### config.mk
export PLATFORM = sky130hd
export DESIGN_NAME = palette_lut_fader
export DESIGN_NICKNAME = d
export VERILOG_FILES = /design/src/rtl/palette_lut_fader.sv
export SDC_FILE = /design/constraint.sdc
export NUM_CORES = 1
export LEC_CHECK = 0
export CAP_MARGIN = 10
export CORE_MARGIN = 4
export CORE_UTILIZATION = 62
export DETAILED_ROUTE_END_ITERATION = 7
export PLACE_DENSITY_LB_ADDON = 0.3
export SLEW_MARGIN = 15
export SYNTH_ARGS = -nofsm -noshare
export SYNTH_HDL_FRONTEND = slang
export SYNTH_SLANG_ARGS = --single-unit
### constraint.sdc
create_clock -name Clk -period 4.38 [get_ports Clk]
set_input_delay 1.095 -clock Clk [delete_from_list [all_inputs] [get_ports Clk]]
set_output_delay 1.095 -clock Clk [all_outputs]
set_load 0.02 [all_outputs]
### src/rtl/palette_lut_fader.sv
// palette_lut_fader: writable colour palette with a frame-synchronous fader.
// A pixel index is looked up in a register palette (stage 1), then each
// channel is scaled by the current brightness level (stage 2).
//
// Optional build macro PALETTE_TRANSPARENT_EN adds a 'transparent' output.
// When it is defined, index 0 is shown as black and flagged transparent.
//
// Handshake: a palette write is accepted on a rising clock edge where
// wr_valid and wr_ready are both high. While wr_valid is high and wr_ready
// is low, the requester holds wr_addr/wr_data stable. wr_ready is low only
// while a fade is running.
//
// fade_state is a debug view of the fade FSM:
// 0 = FULL, 1 = FADING_OUT, 2 = BLACK, 3 = FADING_IN.
module palette_lut_fader #(
  parameter int INDEX_W  = 5,
  parameter int CH_W     = 4,
  parameter int FADE_DIV = 4
) (
  input  logic                 Clk,
  input  logic                 Reset_n,
  input  logic [INDEX_W-1:0]   index,
  input  logic                 pix_valid,
  output logic [CH_W-1:0]      red,
  output logic [CH_W-1:0]      green,
  output logic [CH_W-1:0]      blue,
  output logic                 rgb_valid,
  input  logic                 wr_valid,
  output logic                 wr_ready,
  input  logic [INDEX_W-1:0]   wr_addr,
  input  logic [3*CH_W-1:0]    wr_data,
  input  logic                 frame_tick,
  input  logic [1:0]           fade_cmd,
  output logic                 fade_busy,
  output logic [CH_W:0]        level,
  output logic [1:0]           fade_state
`ifdef PALETTE_TRANSPARENT_EN
  ,
  output logic                 transparent
`endif
);

  localparam int DEPTH = 2 ** INDEX_W;
  localparam int PW    = (FADE_DIV > 1) ? $clog2(FADE_DIV) : 1;

  localparam logic [1:0] ST_FULL  = 2'd0;
  localparam logic [1:0] ST_OUT   = 2'd1;
  localparam logic [1:0] ST_BLACK = 2'd2;
  localparam logic [1:0] ST_IN    = 2'd3;

  localparam logic [CH_W:0] LVL_MAX  = {1'b1, {CH_W{1'b0}}};
  localparam logic [CH_W:0] LVL_PRE  = {1'b0, {CH_W{1'b1}}};
  localparam logic [CH_W:0] LVL_ONE  = {{CH_W{1'b0}}, 1'b1};
  localparam logic [PW-1:0] PRE_LAST = PW'(FADE_DIV - 1);

  // Scale one channel by the brightness level; no rounding.
  function automatic logic [CH_W-1:0] fade_ch(input logic [CH_W-1:0] c,
                                              input logic [CH_W:0]   l);
    logic [2*CH_W:0] p;
    p = {{(CH_W+1){1'b0}}, c} * {{CH_W{1'b0}}, l};
    return p[2*CH_W-1:CH_W];
  endfunction

  logic [3*CH_W-1:0] pal_q [DEPTH];
  logic [1:0]        state_q, state_d;
  logic [CH_W:0]     level_q, level_d;
  logic [PW-1:0]     presc_q, presc_d;
  logic              busy_q;
  logic              fading;
  logic              wr_fire;

  logic              valid1_q;
  logic [3*CH_W-1:0] entry1_q;
  logic              zero1_q;
  logic [CH_W-1:0]   red_q, green_q, blue_q;
  logic              rgb_valid_q;
  logic              transp_q;

  assign fading  = (state_q == ST_OUT) || (state_q == ST_IN);
  assign wr_fire = wr_valid && !fading;

  // Palette storage: accepted writes land on the next edge.
  always_ff @(posedge Clk or negedge Reset_n) begin
    if (!Reset_n) begin
      for (int i = 0; i < DEPTH; i++) pal_q[i] <= '0;
    end else if (wr_fire) begin
      pal_q[wr_addr] <= wr_data;
    end
  end

  // Fade FSM next-state: command decode and per-tick level stepping.
  always_comb begin
    state_d = state_q;
    level_d = level_q;
    presc_d = presc_q;
    case (state_q)
      ST_FULL: begin
        if (fade_cmd == 2'b01) begin
          state_d = ST_OUT;
          presc_d = '0;
        end
      end
      ST_BLACK: begin
        if (fade_cmd == 2'b10) begin
          state_d = ST_IN;
          presc_d = '0;
        end
      end
      ST_OUT, ST_IN: begin
        if (frame_tick) begin
          if (presc_q == PRE_LAST) begin
            presc_d = '0;
            if (state_q == ST_OUT) begin
              level_d = level_q - LVL_ONE;
              if (level_q == LVL_ONE) state_d = ST_BLACK;
            end else begin
              level_d = level_q + LVL_ONE;
              if (level_q == LVL_PRE) state_d = ST_FULL;
            end
          end else begin
            presc_d = presc_q + PW'(1);
          end
        end
      end
      default: state_d = ST_FULL;
    endcase
  end

  // Fade FSM registers; busy is registered from the next state.
  always_ff @(posedge Clk or negedge Reset_n) begin
    if (!Reset_n) begin
      state_q <= ST_FULL;
      level_q <= LVL_MAX;
      presc_q <= '0;
      busy_q  <= 1'b0;
    end else begin
      state_q <= state_d;
      level_q <= level_d;
      presc_q <= presc_d;
      busy_q  <= (state_d == ST_OUT) || (state_d == ST_IN);
    end
  end

  // Stage 1: fetch the palette entry (old value on a same-cycle write).
  always_ff @(posedge Clk or negedge Reset_n) begin
    if (!Reset_n) begin
      valid1_q <= 1'b0;
      entry1_q <= '0;
      zero1_q  <= 1'b0;
    end else begin
      valid1_q <= pix_valid;
      if (pix_valid) begin
        entry1_q <= pal_q[index];
        zero1_q  <= (index == '0);
      end
    end
  end

  // Stage 2: apply the level seen at this edge; hold data when idle.
  always_ff @(posedge Clk or negedge Reset_n) begin
    if (!Reset_n) begin
      red_q       <= '0;
      green_q     <= '0;
      blue_q      <= '0;
      rgb_valid_q <= 1'b0;
      transp_q    <= 1'b0;
    end else begin
      rgb_valid_q <= valid1_q;
`ifdef PALETTE_TRANSPARENT_EN
      transp_q    <= valid1_q && zero1_q;
`else
      transp_q    <= 1'b0;
`endif
      if (valid1_q) begin
`ifdef PALETTE_TRANSPARENT_EN
        if (zero1_q) begin
          red_q   <= '0;
          green_q <= '0;
          blue_q  <= '0;
        end else
`endif
        begin
          red_q   <= fade_ch(entry1_q[3*CH_W-1:2*CH_W], level_q);
          green_q <= fade_ch(entry1_q[2*CH_W-1:CH_W], level_q);
          blue_q  <= fade_ch(entry1_q[CH_W-1:0], level_q);
        end
      end
    end
  end

  assign red        = red_q;
  assign green      = green_q;
  assign blue       = blue_q;
  assign rgb_valid  = rgb_valid_q;
  assign wr_ready   = !fading;
  assign fade_busy  = busy_q;
  assign level      = level_q;
  assign fade_state = state_q;
`ifdef PALETTE_TRANSPARENT_EN
  assign transparent = transp_q;
`else
  logic unused_transp;
  assign unused_transp = transp_q ^ zero1_q;
`endif

endmodule

==> metrics.md, run 1 <==
| Metric | Value |
|---|---|
| Status | `completed` |
| CTS sink cnt | `419` |
| Core area | `0.0328 mm²` |
| R2R Path End | `blue[2]` |
| Setup TNS | `0 ns` |
| Max Cap Viol | `0` |
| Final setup viols | `0` |
| # DRC | `0` |
| Die footprint | `0.0365 mm²` |
| Fmax | `299 MHz` |
| Post-synth EDFFs | `0` |
| Vias | `13.2k` |
| Worst-Margin Slew | `0.838 ns` |
| Skew final | `0.0150 ns` |
| Synth area leader | `dfrtp_1` |
| Leak pwr | `11.4 nW` |
| IO buf count | `50` |
| Share of cells above drive strength 1 | `32.4%` |
| Main synth FF type | `dfrtp_1` |
| Hold Path Class | `flop to flop` |
| GPL Wtd Cong | `0.980` |
| Post-layout minimum cycle time | `3.35 ns` |
| Post-CTS setup buffers | `0` |
| Final core utilization | `70.1%` |
| 1st-iter DRT viols | `1,011` |
| Relative slew margins | `44.1%` |
| Final setup margin | `1.03 ns` |
| Max Slew Vio Count | `0` |
| Die height | `191 µm` |
| Die X | `191 µm` |
| Post-synth top area share | `50.4%` |
| Detail Placement HPWL | `33,700 µm` |
| Hold Fails Final Rpt | `0` |
| Initial Util | `63.3%` |
| H-tree lvl count | `2` |
| Reg2Reg Depth | `10` |
| Synth Register Bits | `419` |
| Filler instances | `2,290` |
| Area delta synth->final | `10.7%` |
| Critical path arrival | `3.78 ns` |
| Nets | `1,674` |
| GRT Resource Usage Total | `28.1%` |
| Total CTS buffers | `43` |
| Worst hold slack | `0.486 ns` |
| Critical path startpoint category | `flop` |
| CP Max Fanout | `18` |
| Worst Path Required | `4.81 ns` |
| Peak supply drop | `0.374 mV` |
| Power Density | `456 mW/mm²` |
| Synthesis warning total | `0` |
| Antenna Nets Post-Route | `0` |
| Row count | `66` |
| ANT cells | `0` |
| Synth area leaders | `dfrtp_1 (50%), mux2_2 (22%), mux2i_1 (9.4%)` |
| RSZ-0062 raised after global routing | `false` |
| Vias per inst | `6.37` |
| Largest net degree at the start of global routing | `92` |
| Routed WL | `50,600 µm` |
| Global-route wire length before repair | `79,300 µm` |
| Hold buffer count at cts | `0` |
| Drt wl/cell | `24.4 µm` |
| Mean Syn Cell Area | `13.1 µm²` |
| Syn Nets | `1,666` |
| Crit. End Element | `flop` |
| Boundary pin count | `51` |
| Worst Setup Path Type | `flop to flop` |
| R2R Setup Slk | `1.03 ns` |
| Capture point of the worst path | `blue[2]` |
| Clk slew on worst S/H paths | `0.06 ns` |
| Sequential share of the synthesized area | `50.5%` |
| Post-synth ARST share | `100%` |
| 1st-pass router iterations | `8` |
| Post-synth cell types | `46` |
| Most frequent cells in the layout | `dfrtp_1 (418), mux2_2 (402), mux2i_1 (195), a22oi_1 (96), a21oi_1 (57)` |
| Reg2reg start | `level[2]` |
| Initial antenna violation count | `0` |
| Resize count post-CTS | `0` |
| Pre-CTS WS | `0.697 ns` |
| Crit path launch | `level[2]` |
| Final Cycle Share | `76.4%` |
| Synth Instances | `1,590` |
| Most common cell after layout, fill and taps aside | `dfrtp_1` |
| Grt ovf | `0` |
| Worst hold stages | `2` |
| Skew-Pair Late Insertion Delay | `0.56 ns` |
| Clock tree from TritonCTS | `built` |
| Max Root-Sink Buffers | `3` |
| Vias in the first global route | `13.4k` |
| Post-synthesis instance area | `0.0208 mm²` |
| CTS root buf | `clkbuf_16` |
cell usage after synthesis (2+ instances only):
cell	number
mux2_2	402
nand3_1	4
nand2b_1	7
and3_1	4
buf_2	36
xor2_1	2
buf_12	3
fa_1	15
inv_1	30
or3b_1	3
buf_6	8
nand3b_1	9
buf_8	2
nor2_1	21
nand2_1	52
nor2_2	8
nor2b_1	3
dfrtp_1	418
nor3b_1	3
o21ba_2	3
xnor2_1	14
o21ai_0	11
mux2i_1	195
or3_1	3
buf_4	17
nor4_1	13
and4_1	3
nor4b_1	3
and2_1	36
a21oi_1	57
nand4_1	3
ha_1	32
a22oi_1	96
nor3_1	2
a31oi_1	2
clkbuf_1	58
o2111ai_1	3
cell families after synthesis:
kind of cell	count (synthesis)	share of synthesized area (%)
AO/OA/AOI/OAI	174	5.51
XOR/XNOR	16	0.675
adder cells (fa/ha/maj)	47	3.37
buffers and inverters	157	4.02
flip-flops	419	50.5
multiplexers	597	31.2
AND/OR/NAND/NOR	180	4.71
registers in the layout, indices dropped and copies added (netlist names):
register,count
valid1_q,1
presc_q,2
red,4
pal_q,384
blue,4
entry1_q,12
level,5
rgb_valid,1
fade_state,2
green,4
through the flow:
stage,power (mW),cells,cell area [µm²]
2_1_floorplan,6.07,1590,20800
3_3_place_gp,6.71,1995,21500
3_5_place_dp,6.81,1995,21500
4_1_cts,10.5,2073,23000
5_1_grt,11.0,2073,23000
6_report,10.5,2073,23000
worst max-delay path: stages (launching register included):
cell and delay (ns):
dfrtp_1 0.67, nand2_1 0.15, fa_1 0.51, inv_1 0.06, fa_1 0.47, ha_1 0.29
and4_1 0.20, a21oi_1 0.10, o21ba_2 0.25, o2111ai_1 0.18, or3b_1 0.35
layout make-up:
class	instances	area, µm²	area share, %
sequential	419	10500	45.6
multi-input combinational	1014	9470	41.2
clock buffer	68	1300	5.66
timing repair buffer	90	918	4.00
tap	442	553	2.41
clock inverter	10	144	0.626
inverter	30	113	0.490
worst min-delay path by stage:
stage / startpoint / end / slack, ns
after global placement: red[3] / red[3] / 0.48
final: red[3] / red[3] / 0.49
after detailed placement: green[3] / green[3] / 0.48
after global routing: pal_q[333] / pal_q[333] / 0.51
after CTS: green[3] / green[3] / 0.49
after floorplan: valid1_q / rgb_valid / 0.38
power by group:
group / switching (mW) / total [mW] / internal, mW
sequential: 0.295 / 4.48 / 4.19
combinational: 1.20 / 2.27 / 1.07
clock: 1.51 / 3.73 / 2.22
total: 3.01 / 10.5 / 7.47
metal layers:
metal	share of wire, %	vias to the layer above	GRT usage [%]
met2	47	472	44.0
met5	0	-	0
met4	4.2	0	11.1
li1	-	5722	-
met1	42	6884	38.9
met3	6.7	122	5.75
Power figures use the tool's default switching activity.
==> run 2, diff against run 1 <==
clock period = 3.1 ns   (was 4.38 ns; I/O delays follow)
==> run 2 against run 1 <==
Count of clock-buffer cells in the layout decreased by 3. First-iteration DRC count up 2.2%. Die area is the same. Sequential share of layout area fell by 1.2 points. Global-route usage is 0.21 points higher. Power increased by 45%. Sequential power increased by 40%. Sequential cell count stayed put. Fmax up 9.0%. Clock power is 39% higher. Non-clock buffer count up 64. Design area up 2.9%.
==> metrics.md, run 2 (synthesized netlist as in run 1, its figures left out) <==
| Metric | Value |
|---|---|
| Leak pwr | `11.8 nW (was 11.4 nW)` |
| IO buf count | `50 (unchanged)` |
| Boundary pin count | `51 (unchanged)` |
| Worst-Margin Slew | `0.962 ns (was 0.838 ns)` |
| Clock tree from TritonCTS | `built (unchanged)` |
| Core area | `0.0328 mm² (unchanged)` |
| Die height | `191 µm (unchanged)` |
| Reg2Reg Depth | `11 (was 10)` |
| Final setup viols | `0 (unchanged)` |
| Max Slew Vio Count | `0 (unchanged)` |
| Area delta synth->final | `13.8% (was 10.7%)` |
| Worst Setup Path Type | `flop to flop (unchanged)` |
| Most frequent cells in the layout | `dfrtp_1 (408), mux2_2 (401), mux2i_1 (195), a22oi_1 (96), buf_4 (88) (was dfrtp_1 (418), mux2_2 (402), mux2i_1 (195), a22oi_1 (96), a21oi_1 (57))` |
| Vias | `13.4k (was 13.2k)` |
| Worst Path Required | `3.51 ns (was 4.81 ns)` |
| Finished Layout Cells | `2,135 (was 2,073)` |
| FF+latch area | `0.0105 mm² (about the same)` |
| Nets | `1,738 (was 1,674)` |
| Clk slew on worst S/H paths | `0.07 ns (was 0.06 ns)` |
| Routed WL | `50,800 µm (was 50,600 µm)` |
| Antenna Nets Post-Route | `0 (unchanged)` |
| Share of cells above drive strength 1 | `36.7% (was 32.4%)` |
| Vias in the first global route | `14.1k (was 13.4k)` |
| Fmax | `326 MHz (was 299 MHz)` |
| Status | `completed (unchanged)` |
| Most common cell after layout, fill and taps aside | `dfrtp_1 (unchanged)` |
| CTS root buf | `clkbuf_16 (unchanged)` |
| RSZ-0062 raised after global routing | `true (was false)` |
| Final setup margin | `0.0306 ns (was 1.03 ns)` |
| Hold Path Class | `primary input to asynchronous set/reset pin (was flop to flop)` |
| Design Power | `15.2 mW (was 10.5 mW)` |
| Max FFs per register | `384 (unchanged)` |
| 1st-pass router iterations | `6 (was 8)` |
| Hold buffer count at cts | `0 (unchanged)` |
| ANT cells | `0 (unchanged)` |
| H-tree lvl count | `2 (unchanged)` |
| CP Max Fanout | `7 (was 18)` |
| Hold Fails Final Rpt | `0 (unchanged)` |
| Area of the multi-input gates | `0.00958 mm² (was 0.00947 mm²)` |
| Peak supply drop | `0.499 mV (was 0.374 mV)` |
| Area after DPL | `0.0221 mm² (was 0.0215 mm²)` |
| Max Cap Viol | `0 (unchanged)` |
| 1st-iter DRT viols | `1,033 (was 1,011)` |
| # DRC | `0 (unchanged)` |
| Power Density | `643 mW/mm² (was 456 mW/mm²)` |
| Drt wl/cell | `23.8 µm (was 24.4 µm)` |
| Global-route wire length before repair | `80,800 µm (was 79,300 µm)` |
| Crit. End Element | `flop (unchanged)` |
| Initial Util | `63.3% (unchanged)` |
| Initial antenna violation count | `0 (unchanged)` |
| Final instance area | `0.0236 mm² (was 0.0230 mm²)` |
| GPL Wtd Cong | `0.883 (was 0.980)` |
| CTS sink cnt | `419 (unchanged)` |
| Skew-Pair Late Insertion Delay | `0.54 ns (was 0.56 ns)` |
| Vias per inst | `6.26 (was 6.37)` |
| R2R Setup Slk | `0.03 ns (was 1.03 ns)` |
| Pre-CTS WS | `-0.0656 ns (was 0.697 ns)` |
| Grt ovf | `0 (unchanged)` |
| Largest net degree at the start of global routing | `88 (was 92)` |
| Row count | `66 (unchanged)` |
| Reg with most FFs | `pal_q (unchanged)` |
| Critical path arrival | `3.48 ns (was 3.78 ns)` |
| Detail Placement HPWL | `33,000 µm (was 33,700 µm)` |
| Die footprint | `0.0365 mm² (unchanged)` |
| Critical path startpoint category | `flop (unchanged)` |
| GRT Resource Usage Total | `28.3% (was 28.1%)` |
| Final Cycle Share | `99.0% (was 76.4%)` |
| Filler instances | `2,193 (was 2,290)` |
| Relative slew margins | `35.8% (was 44.1%)` |
| Placed Instances | `2,051 (was 1,995)` |
| Max Root-Sink Buffers | `3 (unchanged)` |
| Skew final | `0.0118 ns (was 0.0150 ns)` |
| Die X | `191 µm (unchanged)` |
| Total CTS buffers | `43 (unchanged)` |
| Post-layout minimum cycle time | `3.07 ns (was 3.35 ns)` |
run 2: cell count changes in the layout (fill, tap and decap cells not counted), sizes merged:
cell,before,now
clkinv,5,8
clkbuf,68,66
buf,43,105
inv,32,31
bufinv,3,2
clkdlybuf4s50,47,48
run 2: repair_timing:
item | CTS | global route
buffers inserted | 3 | 5
setup endpoints to repair | 3 | 3
resized for setup | 8 | 12
pin swaps | 0 | 4
run 2: path summary, 6_finish.rpt:
path | start | endpoint
worst min-delay path | Reset_n | pal_q[362]
min in group Clk | red[3] | red[3]
worst min register to register | red[3] | red[3]
max in group asynchronous | Reset_n | pal_q[56]
worst max register to register | level[2] | blue[2]
worst max-delay path | level[2] | blue[2]
run 2: critical path, stage by stage, from the launching register on:
cell and delay [ns]:
dfrtp_2 0.47, clkbuf_2 0.17, and2_4 0.15, fa_1 0.50, inv_1 0.05, fa_1 0.49, inv_2 0.05, ha_4 0.26
inv_1 0.04, o21ba_4 0.23, o2111ai_2 0.16, or3b_1 0.36
run 2: through the flow:
step	utilization, %	setup TNS (ns)	hold WS (ns)
after floorplan	-	-0.0109	0.383
after global placement	67.4	0	0.479
after detailed placement	67.4	-0.127	0.483
after global routing	72.1	-0.127	0.191
after CTS	71.9	0	0.179
final	72.1	0	0.171
run 2: routing by layer:
metal | up-vias | global-route usage [%] | part of all wire, %
met4 | 0 | 7.82 | 2.8
met1 | 6979 | 38.9 | 43
li1 | 5863 | - | -
met3 | 98 | 3.87 | 5.4
met5 | - | 0 | 0
met2 | 432 | 47.7 | 49
run 2: area by class of cell:
cell class,instances,area share (%)
clock inverters,11,0.524
clock buffers,65,5.50
repair buffers,154,6.21
inverters,30,0.476
well taps,442,2.34
flip-flops and latches,419,44.4
multi-input cells,1014,40.5
run 2: power by group:
group | leakage [nW] | internal (mW) | switching [mW] | total [mW]
Combinational | 5.34 | 1.76 | 1.97 | 3.73
Clock | 0.706 | 3.06 | 2.11 | 5.17
Sequential | 5.72 | 5.92 | 0.367 | 6.29
Total | 11.8 | 10.7 | 4.45 | 15.2
==> run 3, diff against run 2 <==
clock period = 3.75 ns   (was 3.1 ns; I/O delays follow)
==> run 3 against run 2 <==
Worst setup slack improved by 0.40 ns. Clock skew increased by 0.012 ns. Combinational power decreased by 28%. Register-to-register slack improved by 0.40 ns. Die area unchanged. Routed wire length decreased by 4.5%. Worst hold slack improved by 0.11 ns. Core utilization decreased by 1.6 points. Critical path depth decreased by 1. First-iteration DRC count decreased by 28%.
==> metrics.md, run 3 (synthesized netlist as in run 1, its figures left out) <==
| Metric | Value |
|---|---|
| Status | `completed (unchanged)` |
| Clock tree from TritonCTS | `built (unchanged)` |
| Share of cells above drive strength 1 | `33.0% (was 36.7%)` |
| Initial antenna violation count | `0 (unchanged)` |
| Max Cap Viol | `0 (unchanged)` |
| Skew final | `0.0235 ns (was 0.0118 ns)` |
| Boundary pin count | `51 (unchanged)` |
| Hold buffer count at cts | `0 (unchanged)` |
| Final Cycle Share | `88.4% (was 99.0%)` |
| Worst Path Required | `4.16 ns (was 3.51 ns)` |
| Die X | `191 µm (unchanged)` |
| Drt wl/cell | `23.2 µm (was 23.8 µm)` |
| GRT Resource Usage Total | `27.1% (was 28.3%)` |
| Routed WL | `48,500 µm (was 50,800 µm)` |
| R2R Setup Slk | `0.44 ns (was 0.03 ns)` |
| ANT cells | `0 (unchanged)` |
| Worst-path cell chain | `nand2_1, fa_1, inv_1, fa_1, ha_1, and4_1, a21oi_1, o21ba_2, o2111ai_1, or3b_1 (was clkbuf_2, and2_4, fa_1, inv_1, fa_1, inv_2, ha_4, inv_1, o21ba_4, o2111ai_2, or3b_1)` |
| R2R Path End | `blue[2] (unchanged)` |
| Hold Path Class | `primary input to asynchronous set/reset pin (unchanged)` |
| GPL Wtd Cong | `0.857 (was 0.883)` |
| Post-CTS setup buffers | `0 (was 3)` |
| Max Slew Vio Count | `0 (unchanged)` |
| RSZ-0062 raised after global routing | `false (was true)` |
| Leak pwr | `11.5 nW (was 11.8 nW)` |
| Largest net degree at the start of global routing | `111 (was 88)` |
| Vias | `13.1k (was 13.4k)` |
| Global-route wire length before repair | `77,300 µm (was 80,800 µm)` |
| CP Max Fanout | `18 (was 7)` |
| Design Power | `12.2 mW (was 15.2 mW)` |
| Critical path startpoint category | `flop (unchanged)` |
| Die height | `191 µm (unchanged)` |
| Power Density | `529 mW/mm² (was 643 mW/mm²)` |
| 1st-iter DRT viols | `745 (was 1,033)` |
| Fmax | `302 MHz (was 326 MHz)` |
| CP most frequent cell | `fa_1` |
| Core area | `0.0328 mm² (unchanged)` |
| Row count | `66 (unchanged)` |
| Max Root-Sink Buffers | `3 (unchanged)` |
| 1st-pass router iterations | `5 (was 6)` |
| IO buf count | `50 (unchanged)` |
| # DRC | `0 (unchanged)` |
| Total CTS buffers | `43 (unchanged)` |
| Max stage delay cell, worst path | `dfrtp_1 (was fa_1)` |
| Setup TNS | `0 ns (unchanged)` |
| H-tree lvl count | `2 (unchanged)` |
| Post-layout minimum cycle time | `3.31 ns (was 3.07 ns)` |
| Vias per inst | `6.27 (was 6.26)` |
| Detail Placement HPWL | `31,000 µm (was 33,000 µm)` |
| Final setup viols | `0 (unchanged)` |
| Max FFs per register | `384 (unchanged)` |
| Skew-Pair Late Insertion Delay | `0.55 ns (was 0.54 ns)` |
| Hold Fails Final Rpt | `0 (unchanged)` |
| Most common cell after layout, fill and taps aside | `dfrtp_1 (unchanged)` |
| Worst Setup Path Type | `flop to flop (unchanged)` |
| Worst-Margin Slew | `0.896 ns (was 0.962 ns)` |
| Reg2reg start | `level[2] (unchanged)` |
| Nets | `1,691 (was 1,738)` |
| Resize count post-CTS | `0 (was 8)` |
| CTS root buf | `clkbuf_16 (unchanged)` |
| Critical path arrival | `3.73 ns (was 3.48 ns)` |
| Clk slew on worst S/H paths | `0.06 ns (was 0.07 ns)` |
| CTS sink cnt | `419 (unchanged)` |
| Grt ovf | `0 (unchanged)` |
| Area delta synth->final | `11.3% (was 13.8%)` |
| Reg with most FFs | `pal_q (unchanged)` |
| Crit. End Element | `flop (unchanged)` |
| Peak supply drop | `0.462 mV (was 0.499 mV)` |
| Initial Util | `63.3% (unchanged)` |
| Reg2Reg Depth | `10 (was 11)` |
| Relative slew margins | `40.3% (was 35.8%)` |
| Die footprint | `0.0365 mm² (unchanged)` |
| Vias in the first global route | `13.4k (was 14.1k)` |
| Max stage delay on crit path | `0.65 ns (was 0.50 ns)` |
| Most frequent cells in the layout | `dfrtp_1 (418), mux2_2 (402), mux2i_1 (195), a22oi_1 (96), a21oi_1 (57) (was dfrtp_1 (408), mux2_2 (401), mux2i_1 (195), a22oi_1 (96), buf_4 (88))` |
| Antenna Nets Post-Route | `0 (unchanged)` |
## run 3: cell count changes in the layout (fill, tap and decap cells not counted), moves of 4 or more
cell	change
nand2_2	-5
buf_4	-41
dfrtp_1	+10
nand2_1	+6
dfrtp_2	-10
buf_12	-4
## run 3: through the flow
| stage | worst slack [ns] | instance area, µm² | instances | hold slack, ns | utilization, % |
|---|---|---|---|---|---|
| 6_report | 0.435 | 23100 | 2089 | 0.278 | 70.5 |
| 3_3_place_gp | 0.342 | 21700 | 2012 | 0.478 | 66.1 |
| 5_1_grt | 0.255 | 23100 | 2089 | 0.294 | 70.5 |
| 2_1_floorplan | 0.355 | 20800 | 1590 | 0.383 | - |
| 4_1_cts | 0.412 | 23100 | 2089 | 0.280 | 70.5 |
| 3_5_place_dp | 0.370 | 21700 | 2012 | 0.481 | 66.1 |
## run 3: layout make-up
cell class | count | area (µm²)
Sequential cell | 419 | 10500
Timing Repair Buffer | 107 | 1060
Inverter | 30 | 113
Tap cell | 442 | 553
Clock inverter | 11 | 150
Clock buffer | 66 | 1280
Fill cell | 2245 | 9670
Multi-Input combinational cell | 1014 | 9470
## run 3: power breakdown
part / switching (mW) / internal [mW]
clock network: 1.74 / 2.57
logic: 1.44 / 1.26
registers: 0.325 / 4.89
total: 3.51 / 8.72
## run 3: worst max-delay path: cells and delay by family, from the launching register on
| family | cells | cell delay, ns |
|---|---|---|
| compound gates | 3 | 0.53 |
| fa+ha+maj | 3 | 1.27 |
| flops | 1 | 0.65 |
| buf+inv | 1 | 0.06 |
| simple gates | 3 | 0.69 |
## run 3: worst max-delay path by stage
stage	slack, ns	end	startpoint
2_1_floorplan	0.35	red[2]	level[2]
3_3_place_gp	0.34	entry1_q[7]	index[2]
3_5_place_dp	0.37	entry1_q[7]	index[2]
4_1_cts	0.41	blue[2]	level[2]
5_1_grt	0.25	blue[2]	level[2]
6_report	0.44	blue[2]	level[2]
## run 3: per-layer routing
layer / global-route usage [%] / up-vias / wire length [µm]
li1: - / 5793 / -
met1: 38.5 / 6866 / 21000
met2: 42.9 / 351 / 23100
met3: 4.46 / 97 / 2790
met4: 9.25 / 0 / 1620
met5: 0 / - / 0
